==> config.mk <==
export PLATFORM = sky130hd
export DESIGN_NAME = mdu_sequencer
export DESIGN_NICKNAME = d
export VERILOG_FILES = /design/src/rtl/mdu_pkg.sv /design/src/rtl/mdu_lane_pack.sv /design/src/rtl/mdu_sequencer.sv
export SDC_FILE = /design/constraint.sdc
export NUM_CORES = 1
export LEC_CHECK = 0
export ABC_AREA = 1
export BUFFER_PORTS_ARGS = -buffer_cell sky130_fd_sc_hd__buf_4
export CORE_AREA = 2 2 235 237
export DETAILED_ROUTE_END_ITERATION = 6
export DIE_AREA = 0 0 237 239
export GPL_TIMING_DRIVEN = 0
export PLACE_DENSITY = 0.47
export SYNTH_ARGS = -nofsm -noshare
export SYNTH_HDL_FRONTEND = slang
export SYNTH_SLANG_ARGS = --single-unit
==> constraint.sdc <==
create_clock -name clk -period 2.2 [get_ports clk]
set_clock_uncertainty 0.1 [all_clocks]
set_input_delay 0 -clock clk [delete_from_list [all_inputs] [get_ports clk]]
set_output_delay 0 -clock clk [all_outputs]
set_load 0.02 [all_outputs]
==> src/rtl/mdu_pkg.sv <==
// Shared encodings for the multiply/divide sequencer: opcodes, SIMD lane modes,
// FSM states and small opcode-decoding helpers.
package mdu_pkg;

    localparam int DEF_DATA_WIDTH      = 32;
    localparam int DEF_SIMD_DATA_WIDTH = 64;
    localparam int DEF_MUL_LAT         = 2;

    localparam int LANE32_W = 32;
    localparam int LANE16_W = 16;

    localparam logic [3:0] OP_MUL    = 4'd0;
    localparam logic [3:0] OP_MULH   = 4'd1;
    localparam logic [3:0] OP_MULHSU = 4'd2;
    localparam logic [3:0] OP_MULHU  = 4'd3;
    localparam logic [3:0] OP_DIV    = 4'd4;
    localparam logic [3:0] OP_DIVU   = 4'd5;
    localparam logic [3:0] OP_REM    = 4'd6;
    localparam logic [3:0] OP_REMU   = 4'd7;

    localparam logic [1:0] SIMD_SCALAR     = 2'b00;
    localparam logic [1:0] SIMD_LANE32     = 2'b01;
    localparam logic [1:0] SIMD_LANE16     = 2'b10;
    localparam logic [1:0] SIMD_SCALAR_ALT = 2'b11;

    typedef enum logic [1:0] {
        ST_IDLE     = 2'd0,
        ST_MUL_WAIT = 2'd1,
        ST_DIV_WAIT = 2'd2,
        ST_DONE     = 2'd3
    } mdu_state_e;

    function automatic logic is_mul_op(input logic [3:0] op);
        return (op[3:2] == 2'b00);
    endfunction

    function automatic logic is_div_op(input logic [3:0] op);
        return (op[3:2] == 2'b01);
    endfunction

    function automatic logic is_signed_div(input logic [3:0] op);
        return (op == OP_DIV) || (op == OP_REM);
    endfunction

    function automatic logic is_rem_op(input logic [3:0] op);
        return (op == OP_REM) || (op == OP_REMU);
    endfunction

    // {s1 signed, s2 signed}
    function automatic logic [1:0] mul_sign_of(input logic [3:0] op);
        logic [1:0] sg;
        case (op)
            OP_MULH:   sg = 2'b11;
            OP_MULHSU: sg = 2'b10;
            default:   sg = 2'b00;
        endcase
        return sg;
    endfunction

endpackage

==> src/rtl/mdu_lane_pack.sv <==
// Selects the low or high half of each lane product from the external multiplier
// and packs the halves into one SIMD result word, preserving lane order.
module mdu_lane_pack #(
    parameter int DATA_WIDTH      = 32,
    parameter int SIMD_DATA_WIDTH = 64
) (
    input  logic [2*SIMD_DATA_WIDTH-1:0] i_product,
    input  logic                         i_high,
    input  logic [1:0]                   i_simd_ctl,
    output logic [SIMD_DATA_WIDTH-1:0]   o_data
);
    import mdu_pkg::*;

    localparam int N32 = SIMD_DATA_WIDTH / LANE32_W;
    localparam int N16 = SIMD_DATA_WIDTH / LANE16_W;

    // lane product i lives at [i*2W +: 2W]; its result half goes to [i*W +: W]
    always_comb begin
        o_data = '0;
        case (i_simd_ctl)
            SIMD_LANE32: begin
                for (int i = 0; i < N32; i++) begin
                    o_data[i*LANE32_W +: LANE32_W] = i_high ?
                        i_product[i*2*LANE32_W + LANE32_W +: LANE32_W] :
                        i_product[i*2*LANE32_W +: LANE32_W];
                end
            end
            SIMD_LANE16: begin
                for (int i = 0; i < N16; i++) begin
                    o_data[i*LANE16_W +: LANE16_W] = i_high ?
                        i_product[i*2*LANE16_W + LANE16_W +: LANE16_W] :
                        i_product[i*2*LANE16_W +: LANE16_W];
                end
            end
            default: begin
                o_data[DATA_WIDTH-1:0] = i_high ? i_product[DATA_WIDTH +: DATA_WIDTH] :
                                                  i_product[0 +: DATA_WIDTH];
            end
        endcase
    end

endmodule

==> src/rtl/mdu_sequencer.sv <==
// Sequences multiply (scalar/SIMD) and divide operations onto external multiplier
// and divider units, handling divide special cases locally.
module mdu_sequencer #(
    parameter int DATA_WIDTH      = 32,
    parameter int SIMD_DATA_WIDTH = 64,
    parameter int MUL_LAT         = 2
) (
    input  logic                         clk,
    input  logic                         rst_n,
    input  logic                         in_valid,
    output logic                         in_ready,
    input  logic [3:0]                   in_op,
    input  logic [SIMD_DATA_WIDTH-1:0]   in_s1,
    input  logic [SIMD_DATA_WIDTH-1:0]   in_s2,
    input  logic [1:0]                   in_simd_ctl,
    input  logic                         flush,
    output logic [SIMD_DATA_WIDTH-1:0]   mul_s1,
    output logic [SIMD_DATA_WIDTH-1:0]   mul_s2,
    output logic [1:0]                   mul_sign,
    output logic                         mul_start,
    input  logic [2*SIMD_DATA_WIDTH-1:0] mul_result,
    output logic [DATA_WIDTH:0]          div_s1,
    output logic [DATA_WIDTH:0]          div_s2,
    output logic                         div_start,
    input  logic                         div_done,
    input  logic [DATA_WIDTH:0]          div_quotient,
    input  logic [DATA_WIDTH:0]          div_remainder,
    output logic                         out_valid,
    input  logic                         out_ready,
    output logic [SIMD_DATA_WIDTH-1:0]   out_data,
    output logic                         busy
);
    import mdu_pkg::*;

    localparam int CW = (MUL_LAT < 1) ? 1 : $clog2(MUL_LAT + 1);
    localparam int XW = SIMD_DATA_WIDTH - DATA_WIDTH;

    mdu_state_e                  r_state, w_state_nxt;
    logic [CW-1:0]               r_cnt, w_cnt_nxt;
    logic [3:0]                  r_op, w_op_nxt;
    logic [1:0]                  r_simd, w_simd_nxt;
    logic [SIMD_DATA_WIDTH-1:0]  r_mul_s1, w_mul_s1_nxt, r_mul_s2, w_mul_s2_nxt;
    logic [1:0]                  r_mul_sign, w_mul_sign_nxt;
    logic                        r_mul_start, w_mul_start_nxt;
    logic [DATA_WIDTH:0]         r_div_s1, w_div_s1_nxt, r_div_s2, w_div_s2_nxt;
    logic                        r_div_start, w_div_start_nxt;
    logic [SIMD_DATA_WIDTH-1:0]  r_result, w_result_nxt;

    logic                        w_simd_lanes;
    logic                        w_div_signed;
    logic                        w_div_zero;
    logic                        w_div_ovf;
    logic [DATA_WIDTH:0]         w_div_a;
    logic [DATA_WIDTH:0]         w_div_b;
    logic [DATA_WIDTH:0]         w_div_sel;
    logic [SIMD_DATA_WIDTH-1:0]  w_packed;

    mdu_lane_pack #(
        .DATA_WIDTH      (DATA_WIDTH),
        .SIMD_DATA_WIDTH (SIMD_DATA_WIDTH)
    ) u_lane_pack (
        .i_product  (mul_result),
        .i_high     (r_op != OP_MUL),
        .i_simd_ctl (r_simd),
        .o_data     (w_packed)
    );

    assign w_simd_lanes = (in_simd_ctl == SIMD_LANE32) || (in_simd_ctl == SIMD_LANE16);
    assign w_div_signed = is_signed_div(in_op);
    assign w_div_a      = {w_div_signed & in_s1[DATA_WIDTH-1], in_s1[DATA_WIDTH-1:0]};
    assign w_div_b      = {w_div_signed & in_s2[DATA_WIDTH-1], in_s2[DATA_WIDTH-1:0]};
    assign w_div_zero   = (in_s2[DATA_WIDTH-1:0] == '0);
    assign w_div_ovf    = w_div_signed && (in_s2[DATA_WIDTH-1:0] == '1) &&
                          (in_s1[DATA_WIDTH-1:0] == {1'b1, {(DATA_WIDTH-1){1'b0}}});
    assign w_div_sel    = is_rem_op(r_op) ? div_remainder : div_quotient;

    // Next-state and next-register values; flush overrides everything at the end
    always_comb begin
        w_state_nxt     = r_state;
        w_cnt_nxt       = r_cnt;
        w_op_nxt        = r_op;
        w_simd_nxt      = r_simd;
        w_mul_s1_nxt    = r_mul_s1;
        w_mul_s2_nxt    = r_mul_s2;
        w_mul_sign_nxt  = r_mul_sign;
        w_mul_start_nxt = 1'b0;
        w_div_s1_nxt    = r_div_s1;
        w_div_s2_nxt    = r_div_s2;
        w_div_start_nxt = 1'b0;
        w_result_nxt    = r_result;
        case (r_state)
            ST_IDLE: begin
                if (in_valid) begin
                    w_op_nxt   = in_op;
                    w_simd_nxt = in_simd_ctl;
                    if (is_mul_op(in_op)) begin
                        w_mul_s1_nxt    = w_simd_lanes ? in_s1 : {{XW{1'b0}}, in_s1[DATA_WIDTH-1:0]};
                        w_mul_s2_nxt    = w_simd_lanes ? in_s2 : {{XW{1'b0}}, in_s2[DATA_WIDTH-1:0]};
                        w_mul_sign_nxt  = mul_sign_of(in_op);
                        w_mul_start_nxt = 1'b1;
                        w_cnt_nxt       = CW'(MUL_LAT);
                        w_state_nxt     = ST_MUL_WAIT;
                    end else if (is_div_op(in_op)) begin
                        if (w_div_zero) begin
                            w_result_nxt = is_rem_op(in_op) ? {{XW{1'b0}}, in_s1[DATA_WIDTH-1:0]} :
                                                              {{XW{1'b0}}, {DATA_WIDTH{1'b1}}};
                            w_state_nxt  = ST_DONE;
                        end else if (w_div_ovf) begin
                            w_result_nxt = is_rem_op(in_op) ? '0 : {{XW{1'b0}}, in_s1[DATA_WIDTH-1:0]};
                            w_state_nxt  = ST_DONE;
                        end else begin
                            w_div_s1_nxt    = w_div_a;
                            w_div_s2_nxt    = w_div_b;
                            w_div_start_nxt = 1'b1;
                            w_state_nxt     = ST_DIV_WAIT;
                        end
                    end else begin
                        w_result_nxt = '0;
                        w_state_nxt  = ST_DONE;
                    end
                end else begin
                    w_state_nxt = ST_IDLE;
                end
            end
            ST_MUL_WAIT: begin
                if (r_cnt == '0) begin
                    w_result_nxt   = w_packed;
                    w_mul_s1_nxt   = '0;
                    w_mul_s2_nxt   = '0;
                    w_mul_sign_nxt = 2'b00;
                    w_state_nxt    = ST_DONE;
                end else begin
                    w_cnt_nxt = r_cnt - CW'(1);
                end
            end
            ST_DIV_WAIT: begin
                if (div_done) begin
                    w_result_nxt = {{XW{1'b0}}, w_div_sel[DATA_WIDTH-1:0]};
                    w_div_s1_nxt = '0;
                    w_div_s2_nxt = '0;
                    w_state_nxt  = ST_DONE;
                end else begin
                    w_state_nxt = ST_DIV_WAIT;
                end
            end
            ST_DONE: begin
                if (out_ready) begin
                    w_result_nxt = '0;
                    w_state_nxt  = ST_IDLE;
                end else begin
                    w_state_nxt = ST_DONE;
                end
            end
            default: begin
                w_state_nxt = ST_IDLE;
            end
        endcase
        if (flush) begin
            w_state_nxt     = ST_IDLE;
            w_cnt_nxt       = '0;
            w_mul_s1_nxt    = '0;
            w_mul_s2_nxt    = '0;
            w_mul_sign_nxt  = 2'b00;
            w_mul_start_nxt = 1'b0;
            w_div_s1_nxt    = '0;
            w_div_s2_nxt    = '0;
            w_div_start_nxt = 1'b0;
            w_result_nxt    = '0;
        end else begin
            w_cnt_nxt = w_cnt_nxt;
        end
    end

    // State and datapath registers with synchronous active-low reset
    always_ff @(posedge clk) begin
        if (!rst_n) begin
            r_state     <= ST_IDLE;
            r_cnt       <= '0;
            r_op        <= 4'd0;
            r_simd      <= 2'b00;
            r_mul_s1    <= '0;
            r_mul_s2    <= '0;
            r_mul_sign  <= 2'b00;
            r_mul_start <= 1'b0;
            r_div_s1    <= '0;
            r_div_s2    <= '0;
            r_div_start <= 1'b0;
            r_result    <= '0;
        end else begin
            r_state     <= w_state_nxt;
            r_cnt       <= w_cnt_nxt;
            r_op        <= w_op_nxt;
            r_simd      <= w_simd_nxt;
            r_mul_s1    <= w_mul_s1_nxt;
            r_mul_s2    <= w_mul_s2_nxt;
            r_mul_sign  <= w_mul_sign_nxt;
            r_mul_start <= w_mul_start_nxt;
            r_div_s1    <= w_div_s1_nxt;
            r_div_s2    <= w_div_s2_nxt;
            r_div_start <= w_div_start_nxt;
            r_result    <= w_result_nxt;
        end
    end

    assign in_ready  = (r_state == ST_IDLE);
    assign busy      = (r_state != ST_IDLE);
    assign out_valid = (r_state == ST_DONE);
    assign out_data  = r_result;
    assign mul_s1    = r_mul_s1;
    assign mul_s2    = r_mul_s2;
    assign mul_sign  = r_mul_sign;
    assign mul_start = r_mul_start;
    assign div_s1    = r_div_s1;
    assign div_s2    = r_div_s2;
    assign div_start = r_div_start;

endmodule
==> results by group, run 1 <==
Status
  – Status: finished, final reports clean

Synthesis
  – Prevailing post-synth register cell: dfxtp_1
  – Syn nets: about 2400
  – Post-synthesis area per instance: 6.67 sq um
  – Seq/Total Area, Yosys: a little under 40%
  – Ys async rst share: 0%
  – Cell count after synthesis: ~2100
  – #FFs+latches synth: 272
  – Distinct cells, synth: 30
  – EDFF count, synth: 0
  – Cell area after synthesis: 14000 sq um
  – Synth warnings: 0

Global route
  – GRT Util Overall: 28.5%
  – Global route overflow: 0
  – Initial antenna violation count: 5
  – Number of global-route vias before repair: 18400
  – Largest net degree at the start of global routing: 13
  – First-pass GRT wire length: 119000 um

STA
  – Worst Max-Slew Pin Slew: approximately 1.1 ns
  – Fmax: 455 MHz
  – Normalized max-slew margin: between 20% and 30%
  – Total negative slack: 0 ns
  – Endpoints failing setup: 0
  – Period utilization: between 90% and 100%
  – Hold Vio Cnt, Final: 0
  – Period minus WS final: between 2 and 2.5 ns
  – Max-slew violation count: 0

Floorplan
  – DIE WIDTH: 237 um
  – Die area: roughly 57000 sq um
  – Row cnt: 86
  – Die Ht: about 240 um
  – Core ar.: ~54000 sq um
  – Starting Density: roughly a quarter
  – Number of primary I/O pins: approximately 600

Power and ir drop
  – Clock network fraction of design power: between 30% and 40%
  – Seq pwr share: 35.0%
  – Pwr per Cell Area: 630 nW/um^2
  – Sw Share: 32.4%
  – VDD IR max: roughly 570 uV
  – Static leakage: around 11 nW
  – Combinational Power Share: a little over a quarter
  – NetSw: 4.84 mW
  – Int Power: around 10 mW
  – Total power draw: between 10 and 15 mW

Layout
  – Area delta synth->final: 69.6%
  – Fraction of layout cells with a size suffix above 1: 27.4%
  – Post-route cell area: 23700 sq um
  – Fillers: 5707
  – Final core occ: a little over two fifths
  – Layout net count: 3347

Setup path
  – Critical path class: reg2reg
  – Worst R2R Setup Slack: between 0.002 and 0.0025 ns
  – CP delay by family, top: compound AO/OA/AOI/OAI gates
  – CP Launch Type: register
  – Crit path max-delay cell type: o21ai_0
  – Largest stage delay on the critical path: roughly 0.45 ns
  – CP Cell Sequence: nand2_1 -> nor2_4 -> inv_1 -> clkbuf_1 -> o21ai_0 -> nand3_1 -> o21ai_1 -> nor2_1
  – CP max FO: 10
  – Crit. End Element: register
  – Worst path bufs/invs: 2
  – WP data arrival: between 2 and 3 ns
  – WP data required: 2.52 ns

Routing
  – DRC viols: 0
  – Post-route antenna net violation count: 0
  – Total wire length: ~84000 um
  – Via density: around 5.0
  – Wirelength per Cell: 22.4 um
  – Routed vias: 18700
  – DRT iter0 DRCs: 1382
  – DR pass1 iterations: 5

Clocking
  – CTS Buf Count: 35
  – Clock transition at path regs: approximately 0.060 ns
  – Clock sinks: between 200 and 300
  – H-tree depth: 2
  – Worst-case clock buffer depth: 3
  – CTS root buf: clkbuf_16
  – Clock Latency Late Sink: 0.55 ns
  – CTS tree: done

Placement
  – IO buf count: 596
  – DP Area: just under 20000 sq um
  – Final RePlAce weighted congestion: 0.944
  – Post-DP HPWL: about 64000 um

Flow run
  – Max-Cap Viols: 0

Hold path
  – Worst Hold Class: in2reg
final cells by class:
type | instances | area (sq um) | area share [%]
diodes | 3 | 7.51 | 0.0317
plain buffers | 185 | 920 | 3.88
clock buffers | 50 | 1020 | 4.32
clock inverters | 9 | 91.3 | 0.386
inverters | 114 | 430 | 1.82
multi-input cells | 1521 | 7540 | 31.9
flip-flops and latches | 272 | 5450 | 23.0
well taps | 704 | 881 | 3.72
repair buffers | 881 | 7340 | 31.0
kinds of logic after synthesis:
group / Yosys count / synth area share, %
and+or+nand+nor: 866 / 25.4
adders and majority gates: 3 / 0.269
AOI/OAI and AO/OA: 652 / 26.7
DFF: 272 / 39.0
buffers and inverters: 300 / 8.69
synthesized netlist by cell type (2+ instances only):
library cell | n | share of area (%)
nand2_1 | 374 | 10
nor2_1 | 275 | 7.4
dfxtp_1 | 272 | 39
a21oi_1 | 253 | 9.1
o21ai_0 | 243 | 8.7
nand3_1 | 198 | 7.1
clkbuf_1 | 109 | 2.9
inv_1 | 107 | 2.9
o211a_1 | 64 | 4.6
buf_2 | 61 | 2.2
o211ai_1 | 36 | 1.9
o21ai_1 | 34 | 1.2
o22ai_1 | 14 | 0.63
buf_1 | 13 | 0.35
nor3_1 | 9 | 0.32
inv_2 | 6 | 0.16
nand4_1 | 4 | 0.18
buf_4 | 3 | 0.16
ha_1 | 3 | 0.27
a21boi_0 | 2 | 0.11
a31oi_1 | 2 | 0.090
nor2_2 | 2 | 0.090
nor3_2 | 2 | 0.14
stage by stage:
step / hold WS [ns] / std cells / worst slack [ns]
after floorplan: 0.0349 / 2093 / 0.313
after global placement: 0.144 / 3393 / -0.834
after detailed placement: 0.166 / 3393 / -0.864
after CTS: 0.000362 / 3729 / 0.0000182
after global routing: 0.0307 / 3738 / -0.00960
final: 0.0302 / 3739 / 0.00221
cells in the final DEF (no fill, tap or decap), types with 64 or more instances in the layout:
cell / instances
nor2_1: 268
dfxtp_1: 269
nand3_1: 197
o21ai_0: 231
clkbuf_1: 66
buf_4: 614
o211a_1: 64
inv_1: 106
nand2_1: 372
a21oi_1: 240
dlygate4sd3_1: 278
sequential cells by signal (all words and copies together) (netlist names):
register	count
div_s2	33
r_state	2
div_start	1
mul_sign	2
mul_s2	64
r_simd	2
r_cnt	2
div_s1	33
r_op	4
out_data	64
mul_s1	64
mul_start	1
worst register-to-register path: stages (launching register included):
cell,delay (ns)
dfxtp_1,0.36
nand2_1,0.10
nor2_4,0.22
inv_1,0.15
clkbuf_1,0.23
o21ai_0,0.45
nand3_1,0.18
o21ai_1,0.23
nor2_1,0.07
power by group through the flow:
stage                     clock network [mW]  registers (mW)  logic, mW
after floorplan                            0            5.50       1.54
after global placement                     0            5.32       3.36
after detailed placement                   0            5.32       3.36
after CTS                               5.82            5.22       3.91
after global routing                    6.02            5.24       4.32
final                                   5.68            5.23       4.02
final timing paths:
path | start | endpoint | depth (start not counted)
worst max-delay path | r_op[2]$_SDFFE_PN0P_ | out_data[19]$_SDFFE_PP0P_ | 8
worst min-delay path | mul_result[23] | out_data[23]$_SDFFE_PP0P_ | 7
worst max register to register | r_op[2]$_SDFFE_PN0P_ | out_data[19]$_SDFFE_PP0P_ | 8
worst min register to register | mul_sign[0]$_SDFFE_PP0P_ | mul_sign[0]$_SDFFE_PP0P_ | 2
routing by layer:
layer / part of all wire (%) / up-vias / GRT usage, % / routed length [um]
met5: 0.036 / - / 0 / 30
li1: - / 8892 / - / -
met3: 7.9 / 155 / 7.31 / 6640
met2: 46 / 784 / 46.5 / 38900
met1: 42 / 8824 / 35.7 / 35000
met4: 4.0 / 4 / 12.0 / 3390
repair_timing:
action	4_1_cts	5_1_grt
resized for setup	91	93
pin swaps	4	8
endpoints found under the setup margin	260	234
setup buffers	5	2
hold buffers	273	5
hold endpoints to repair	272	5
(Power assumes the default switching activity.)
==> run 2, diff against run 1 <==
--- a/config.mk
+++ b/config.mk
@@ -7,11 +7,12 @@
 export LEC_CHECK = 0
 export ABC_AREA = 1
 export BUFFER_PORTS_ARGS = -buffer_cell sky130_fd_sc_hd__buf_4
-export CORE_AREA = 2 2 235 237
+export CORE_AREA = 2 2 236 238
 export DETAILED_ROUTE_END_ITERATION = 6
-export DIE_AREA = 0 0 237 239
+export DIE_AREA = 0 0 238 240
 export GPL_TIMING_DRIVEN = 0
 export PLACE_DENSITY = 0.47
 export SYNTH_ARGS = -nofsm -noshare
 export SYNTH_HDL_FRONTEND = slang
+export SYNTH_HIERARCHICAL = 1
 export SYNTH_SLANG_ARGS = --single-unit
==> run 2 against run 1 <==
  * The flow now finishes with violations (negative hold slack)
  * Via count is 1.2% higher
  * Die area rose by 0.84%
  * Register-to-register slack improved by 0.08 ns
  * Sequential cell count stayed put
  * Clock-buffer cell count rose by 1
  * Sequential share of layout area grew 0.26 points
  * Critical path depth increased by 3
  * Fmax rose by 3.9%
  * Non-clock buffer count shrank 51
  * Worst setup slack better by 0.083 ns
  * Critical path type unchanged
  * Largest cell class is now multi-input gates
==> results by group, run 2 <==
Status
  – Status: finished with violations
  – Failing checks: negative hold slack

Routing
  – Wirelength per Cell: 19.9 um (-11%)
  – Via density: 4.79 (-3.9%)
  – DRT iter0 DRCs: 1084 (-22%)
  – DR pass1 iterations: 5 (unchanged)
  – DRC viols: 0 (unchanged)
  – Routed vias: 18900 (+1.2%)
  – Post-route antenna net violation count: 0 (unchanged)
  – Total wire length: 78300 um (-6.7%)

Placement
  – IO buf count: 595 (-0.17%)
  – Post-DP HPWL: 61100 um (-5.3%)
  – DP Area: 19800 sq um (+2.5%)
  – DP Worst Slack: -0.520 ns (+0.345 ns)
  – Final RePlAce weighted congestion: 0.918 (-2.7%)

Global route
  – Number of global-route vias before repair: 18500 (+0.52%)
  – Largest net degree at the start of global routing: 12 (-1)
  – First-pass GRT wire length: 114000 um (-4.0%)
  – GRT Util Overall: 26.3% (-2.2 points)
  – Initial antenna violation count: 4 (-1)
  – Global route overflow: 0 (unchanged)

Setup path
  – Reg-to-reg startpoint: r_state[0]$_SDFFE_PP0P_
  – WP data required: 2.53 ns (about the same)
  – CP Launch Type: register
  – Path depth of the worst reg2reg path: 11 (+3)
  – FF-to-FF End: out_data[39]$_SDFFE_PP0P_
  – CP max FO: 10 (unchanged)
  – Crit. End Element: register
  – Worst R2R Setup Slack: 0.09 ns (+0.08 ns)
  – WP data arrival: 2.44 ns (-0.08 ns)
  – Critical path class: reg2reg

Synthesis
  – Post-Synth Adder-Cell Area: 0.260% (-0.0090 points)
  – Distinct cells, synth: 31 (+3.3%)
  – Most frequent cell after synthesis: nand2_1
  – Syn nets: 2678 (+10%)
  – EDFF count, synth: 0 (unchanged)
  – Multiplexer area fraction after synthesis: 0% (unchanged)
  – Compound-Gate Fraction of Synth Area: 15.3% (-11 points)
  – Seq/Total Area, Yosys: 37.7% (-1.3 points)
  – XOR/XNOR Fraction of Synth Area: 0% (unchanged)
  – Synth warnings: 6 (+6)
  – Share of the synthesized area in the top cell type: 37.7% (-1.3 points)
  – Cell count after synthesis: 2341 (+12%)
  – Post-synthesis area per instance: 6.17 sq um (-7.5%)
  – Cell area after synthesis: 14500 sq um (+3.5%)
  – Prevailing post-synth register cell: dfxtp_1
  – Synth area leader: dfxtp_1
  – Largest family of logic cells by synthesized area: simple AND/OR/NAND/NOR gates
  – Synth Area in Simple Gates: 38.6% (+13 points)
  – Ys async rst share: 0% (unchanged)
  – #FFs+latches synth: 272 (unchanged)
  – Most frequent cells after synthesis: nand2_1, nor2_1, a21oi_1, dfxtp_1, nand3_1
  – Synth area leaders: dfxtp_1, nand2_1, a21oi_1, nor2_1, nand3_1

Hold path
  – Hold Crit Endpoint: out_data[22]$_SDFFE_PP0P_
  – Hold Crit Depth: 7 (unchanged)
  – Worst Hold Class: in2reg
  – Min-delay src: div_quotient[22]

STA
  – Max-slew violation count: 0 (unchanged)
  – Period utilization: 96.1% (-3.8 points)
  – Worst Max-Slew Pin Slew: 1.09 ns (+0.0273 ns)
  – Period minus WS final: 2.11 ns (-0.0829 ns)
  – Setup WS post-layout: 0.0851 ns (+0.0829 ns)
  – Normalized max-slew margin: 27.1% (-1.8 points)
  – Endpoints failing setup: 0 (unchanged)
  – Hold Slack: -0.0154 ns (-0.0455 ns)
  – Hold Vio Cnt, Final: 3 (+3)
  – Fmax: 473 MHz (+3.9%)

Layout
  – Fraction of layout cells with a size suffix above 1: 24.4% (-3.0 points)
  – Commonest non-fill, non-tap cell in the layout: nand2_1
  – Area delta synth->final: 62.0%
  – Most frequent cells in the layout: nand2_1, buf_4, nor2_1, a21oi_1, dfxtp_1
  – Post-route cell area: 23400 sq um (-1.1%)
  – Layout net count: 3545 (+5.9%)
  – Fillers: 5793 (+1.5%)

Clocking
  – Worst-case clock buffer depth: 3 (unchanged)
  – H-tree depth: 2 (unchanged)
  – Clock transition at path regs: 0.06 ns (about the same)
  – CTS Buf Count: 36 (+2.9%)
  – CTS tree: done
  – Clock sinks: 272 (unchanged)
  – Clock Latency Late Sink: 0.56 ns (about the same)
  – CTS root buf: clkbuf_16

Floorplan
  – Number of primary I/O pins: 599 (unchanged)
  – Core ar.: 54700 sq um (+0.59%)
  – Die Ht: 240 um (+0.42%)
  – Die area: 57100 sq um (+0.84%)
  – DIE WIDTH: 238 um (+0.42%)
  – Row cnt: 86 (unchanged)
  – Starting Density: 26.4% (+0.74 points)

Power and ir drop
  – VDD IR max: 476 uV (-17%)
  – Static leakage: 10.5 nW (-3.7%)
  – Pwr per Cell Area: 638 nW/um^2 (+1.2%)
  – Total power draw: 14.9 mW (about the same)

Flow run
  – Max-Cap Viols: 0 (unchanged)
## run 2: cell count changes in the layout (fill, tap and decap cells not counted), moves of 13 or more
cell / before / now
o21ai_1: 39 / 14
clkbuf_1: 66 / 79
nor2_1: 268 / 354
clkbuf_2: 30 / 15
nand2_1: 372 / 776
o211a_1: 64 / 0
o21ai_0: 231 / 92
dlygate4sd3_1: 278 / 235
o211ai_1: 36 / 15
inv_1: 106 / 51
buf_6: 5 / 20
nand3_1: 197 / 222
or2_0: 0 / 14
a21oi_1: 240 / 302
## run 2: logic make-up after synthesis
kind of cell,after synthesis
AO/OA/AOI/OAI,432
adder cells (fa/ha/maj),3
buffers and inverters,245
flip-flops,272
AND/OR/NAND/NOR,1389
## run 2: power by group
| group | total [mW] | switching [mW] | internal [mW] |
|---|---|---|---|
| Combinational | 4.10 | 2.43 | 1.67 |
| Sequential | 5.19 | 0.105 | 5.09 |
| Clock | 5.65 | 2.41 | 3.24 |
| Total | 14.9 | 4.94 | 10.0 |
## run 2: how the worst max path moves through the flow
stage | startpoint | end
after floorplan | r_simd[0]$_SDFFE_PN0P_ | out_data[12]$_SDFFE_PP0P_
after global placement | r_state[1]$_SDFFE_PP0P_ | mul_s1[57]$_SDFFE_PP0P_
after detailed placement | r_state[1]$_SDFFE_PP0P_ | mul_s1[35]$_SDFFE_PP0P_
after CTS | in_s2[21] | out_data[50]$_SDFFE_PP0P_
after global routing | r_state[0]$_SDFFE_PP0P_ | mul_sign[1]$_SDFFE_PP0P_
final | r_state[0]$_SDFFE_PP0P_ | out_data[39]$_SDFFE_PP0P_
## run 2: worst max-delay path: stages (launching register included)
cell and delay (ns):
dfxtp_4 0.39, inv_2 0.07, nor2_4 0.18, clkinv_4 0.14, or2_4 0.27, o211ai_2 0.06, nor2_1 0.10, and2_1 0.17
buf_4 0.20, buf_6 0.17, nor2_1 0.09, nor2_1 0.05
## run 2: per-layer routing
layer / track usage [%] / vias to the layer above / wire length [um]
met1: 33.4 / 8833 / 33100
li1: - / 9298 / -
met4: 7.01 / 4 / 2040
met2: 45.9 / 639 / 38100
met3: 4.79 / 103 / 5050
met5: 0 / - / 25
## run 2: final cells by class
type	count	area, sq um	area share (%)
clock buffer	51	1020	4.34
buffer	183	1010	4.32
sequential	272	5450	23.3
tap	704	881	3.76
inverter	59	236	1.01
multi-input combinational	1824	7900	33.7
clock inverter	11	87.6	0.374
antenna	2	5.00	0.0214
timing repair buffer	832	6830	29.2
## run 2: per-stage QoR
step | util [%] | setup TNS (ns) | std cells
6_report | 42.8 | 0 | 3938
5_1_grt | 42.8 | -0.00244 | 3937
4_1_cts | 42.7 | 0 | 3936
3_5_place_dp | 36.2 | -47.27 | 3640
3_3_place_gp | 36.2 | -38.46 | 3640
2_1_floorplan | - | 0 | 2341
## run 2: what timing repair did
action / 4_1_cts / 5_1_grt
setup buffers: 1 / 1
hold endpoints to repair: 271 / 0
endpoints found under the setup margin: 201 / 231
hold buffers: 235 / 0
resized for setup: 35 / 51
pin swaps: 7 / 5
==> run 3, diff against run 2 <==
--- a/config.mk
+++ b/config.mk
@@ -5,13 +5,12 @@
 export SDC_FILE = /design/constraint.sdc
 export NUM_CORES = 1
 export LEC_CHECK = 0
-export ABC_AREA = 1
 export BUFFER_PORTS_ARGS = -buffer_cell sky130_fd_sc_hd__buf_4
-export CORE_AREA = 2 2 236 238
+export CORE_AREA = 2 2 234 236
 export DETAILED_ROUTE_END_ITERATION = 6
-export DIE_AREA = 0 0 238 240
+export DIE_AREA = 0 0 236 238
 export GPL_TIMING_DRIVEN = 0
-export PLACE_DENSITY = 0.47
+export PLACE_DENSITY = 0.44
 export SYNTH_ARGS = -nofsm -noshare
 export SYNTH_HDL_FRONTEND = slang
 export SYNTH_HIERARCHICAL = 1
==> constraint.sdc (replaced) <==
create_clock -name clk -period 2.08 [get_ports clk]
set_clock_uncertainty 0.1 [all_clocks]
set_input_delay 0 -clock clk [delete_from_list [all_inputs] [get_ports clk]]
set_output_delay 0 -clock clk [all_outputs]
set_load 0.02 [all_outputs]
==> run 3 against run 2 <==
  * The run ends with negative hold slack, negative setup slack left
  * Combinational power down 16%
  * First-iteration DRC count down 19%
  * Register-to-register slack worse by 0.21 ns
  * Sequential cell count unchanged
  * Area after synthesis down 12%
  * Sequential power up 3%
  * Power up 2.5%
  * Worst setup slack worse by 0.21 ns
  * Non-clock buffer count up 50
  * Critical endpoint is now out_data[38]$_SDFFE_PP0P_
  * Largest power group unchanged
==> results by group, run 3 <==
Status
  – Status: finished with violations
  – Failing checks: negative hold slack, negative setup slack

Routing
  – Post-route antenna net violation count: 0 (unchanged)
  – Routed vias: 15600 (-17%)
  – Met2 wire len: 35900 um (-5.9%)
  – DR pass1 iterations: 5 (unchanged)
  – DRC viols: 0 (unchanged)
  – Wirelength per Cell: 23.3 um (+17%)
  – DRT iter0 DRCs: 873 (-19%)
  – Wl on met1: 30700 um (-7.3%)
  – Total wire length: 73200 um (-6.5%)
  – Via density: 4.97 (+3.7%)
  – Max layer used: met5
  – Met3 wire length: 4650 um (-7.9%)

Layout
  – Post-route cell area: 23500 sq um (+0.31%)
  – Fraction of layout cells with a size suffix above 1: 36.7% (+12 points)
  – Layout net count: 2757 (-22%)
  – Footprint of the multi-input gates: 7070 sq um (-11%)
  – Most frequent cells in the layout: buf_4, dlygate4sd3_1, dfxtp_1, a21oi_1, nand2_1
  – Commonest non-fill, non-tap cell in the layout: buf_4
  – FF+latch area: 5450 sq um (about the same)
  – Fillers: 5324 (-8.1%)
  – Area delta synth->final: 85.3%

Hold path
  – Hold Crit Depth: 7 (unchanged)
  – Worst Hold Class: in2reg

Synthesis
  – EDFF count, synth: 0 (unchanged)
  – Cell area after synthesis: 12700 sq um (-12%)
  – Distinct cells, synth: 46 (+48%)
  – #FFs+latches synth: 272 (unchanged)
  – Post-synthesis area per instance: 8.64 sq um (+40%)
  – Prevailing post-synth register cell: dfxtp_1
  – Most frequent cells after synthesis: dfxtp_1, a21oi_1, nand2_1, a22oi_1, nor2_1
  – Seq/Total Area, Yosys: 42.9% (+5.3 points)
  – Syn nets: 1804 (-33%)
  – Ys async rst share: 0% (unchanged)
  – Synth area leader: dfxtp_1
  – Cell count after synthesis: 1467 (-37%)
  – Synth warnings: 6 (unchanged)
  – Share of the synthesized area in the top cell type: 42.9% (+5.3 points)
  – Most frequent cell after synthesis: dfxtp_1
  – Synth area leaders: dfxtp_1, a21oi_1, a22oi_1, mux2i_1, a22o_1

Floorplan
  – Starting Density: 23.7% (-2.7 points)
  – Die Ht: 238 um (-0.83%)
  – DIE WIDTH: 236 um (-0.84%)
  – Core ar.: 53500 sq um (-2.1%)
  – Row cnt: 85 (-1.2%)
  – Die area: 56200 sq um (-1.7%)
  – Number of primary I/O pins: 599 (unchanged)

STA
  – Setup WS post-layout: -0.124 ns (-0.209 ns)
  – RSZ-0062 raised after global routing: true
  – Max-slew violation count: 0 (unchanged)
  – Period utilization: 106% (+9.8 points)
  – Fmax: 454 MHz (-4.1%)
  – Normalized max-slew margin: 54.1% (+27 points)
  – Hold Vio Cnt, Final: 3 (unchanged)
  – Period minus WS final: 2.20 ns (+0.0894 ns)
  – Total negative slack: -1.54 ns (-1.54 ns)
  – Endpoints failing setup: 31 (+31)
  – Worst Max-Slew Pin Slew: 0.688 ns (-0.405 ns)
  – Hold Slack: -0.0390 ns (-0.0237 ns)

Setup path
  – WP data arrival: 2.57 ns (+0.13 ns)
  – Crit path max-delay cell type: or4_4
  – Path depth of the worst reg2reg path: 6 (-5)
  – Crit. End Element: register
  – WP data required: 2.45 ns (-0.08 ns)
  – CP Cell Sequence: or4_4 -> or2_4 -> buf_12 -> o32ai_4 -> nand4b_1 -> a21oi_2
  – CP Launch Type: register
  – CP max FO: 6 (-4)
  – CP delay by family, top: simple AND/OR/NAND/NOR gates
  – Critical path class: reg2reg
  – Critical path depth in cells: 6 (-5)
  – Largest stage delay on the critical path: 0.62 ns (+0.23 ns)
  – Worst path bufs/invs: 1 (-3)

Placement
  – Final RePlAce weighted congestion: 0.918 (about the same)
  – Post-DP HPWL: 54200 um (-11%)
  – IO buf count: 596 (+0.17%)
  – DP Area: 18000 sq um (-9.0%)
  – DP Worst Slack: -1.45 ns (-0.932 ns)

Global route
  – GRT Util Overall: 24.8% (-1.6 points)
  – Global route overflow: 0 (unchanged)
  – Initial antenna violation count: 2 (-2)
  – Number of global-route vias before repair: 16100 (-13%)
  – First-pass GRT wire length: 105000 um (-8.0%)
  – Largest net degree at the start of global routing: 12 (unchanged)

Clocking
  – CTS tree: done
  – H-tree depth: 2 (unchanged)
  – CTS Buf Count: 36 (unchanged)
  – Clock transition at path regs: 0.06 ns (about the same)
  – CTS root buf: clkbuf_16
  – Clock sinks: 272 (unchanged)
  – Worst-case clock buffer depth: 3 (unchanged)
  – Clock Latency Late Sink: 0.54 ns (-0.02 ns)

Power and ir drop
  – Sw Share: 28.8% (-4.3 points)
  – VDD IR max: 418 uV (-12%)
  – Int Power: 10.9 mW (+9.1%)
  – Pwr per Cell Area: 652 nW/um^2 (+2.2%)
  – Combinational Power Share: 22.5% (-5.0 points)
  – NetSw: 4.41 mW (-11%)
  – Total power draw: 15.3 mW (+2.5%)
  – Seq pwr share: 35.1% (+0.3 points)
  – Static leakage: 9.77 nW (-6.7%)
  – Clock network fraction of design power: 42.4% (+4.6 points)

Flow run
  – Max-Cap Viols: 0 (unchanged)
==> run 3: changes by cell type in the layout (fill, tap and decap cells not counted), sizes merged, moves of 67 or more <==
cell and change:
dlygate4sd3 +67, nor2 -267, nand3 -156, a22oi +95
mux2i +67, nand2 -653, a21oi -122
==> run 3: logic make-up after synthesis <==
| group | Yosys count | share of synthesized area [%] |
|---|---|---|
| adders and majority gates | 35 | 2.82 |
| AOI/OAI and AO/OA | 502 | 26.4 |
| muxes | 67 | 5.29 |
| xor gates and xnor gates | 2 | 0.138 |
| buffers and inverters | 188 | 6.72 |
| and+or+nand+nor | 401 | 15.7 |
| DFF | 272 | 42.9 |
==> run 3: repair_timing <==
action / in CTS / in global routing
endpoints found under the hold margin: 268 / 1
hold buffers: 303 / 2
pin swaps: 26 / 30
setup endpoints to repair: 264 / 251
setup buffers: 12 / 10
gates resized for setup: 185 / 121
cloned: 1 / 1
==> run 3: per-layer routing <==
| metal | track usage, % | vias to the layer above |
|---|---|---|
| met5 | 0 | - |
| met4 | 6.89 | 2 |
| met2 | 43.4 | 572 |
| li1 | - | 7336 |
| met1 | 30.1 | 7606 |
| met3 | 6.10 | 111 |
==> run 3: worst register-to-register path, cell delays in order, from the launching register on <==
cell      delay (ns)
dfxtp_2         0.31
or4_4           0.62
or2_4           0.33
buf_12          0.16
o32ai_4         0.28
nand4b_1        0.18
a21oi_2         0.16
==> run 3: final timing paths <==
check                                              from                         to  slack [ns]
worst max-delay path               r_op[2]$_SDFFE_PN0P_  out_data[38]$_SDFFE_PP0P_       -0.12
worst max register to register     r_op[2]$_SDFFE_PN0P_  out_data[38]$_SDFFE_PP0P_       -0.12
worst min register to register  mul_s1[43]$_SDFFE_PP0P_    mul_s1[43]$_SDFFE_PP0P_        0.35
worst min-delay path                     mul_result[23]  out_data[23]$_SDFFE_PP0P_       -0.04
==> run 3: power by group through the flow <==
stage / combinational [mW] / sequential, mW / clock (mW)
finish: 3.45 / 5.37 / 6.50
floorplan: 1.07 / 5.57 / 0
detailed placement: 2.52 / 5.48 / 0
global placement: 2.52 / 5.47 / 0
global route: 3.64 / 5.38 / 6.90
CTS: 3.29 / 5.37 / 6.67
==> run 3: layout make-up <==
type	instances	area share, %
Timing Repair Buffer	925	33.1
Multi-Input combinational cell	1007	30.1
Buffer	140	4.00
Inverter	38	0.607
Antenna cell	1	0.0107
Tap cell	696	3.71
Sequential cell	272	23.2
Clock inverter	12	0.650
Clock buffer	53	4.62
==> run 3: stage by stage <==
step	cells	util [%]
6_report	3144	43.9
5_1_grt	3143	43.9
4_1_cts	3131	43.0
3_5_place_dp	2759	33.7
3_3_place_gp	2759	33.7
2_1_floorplan	1467	-
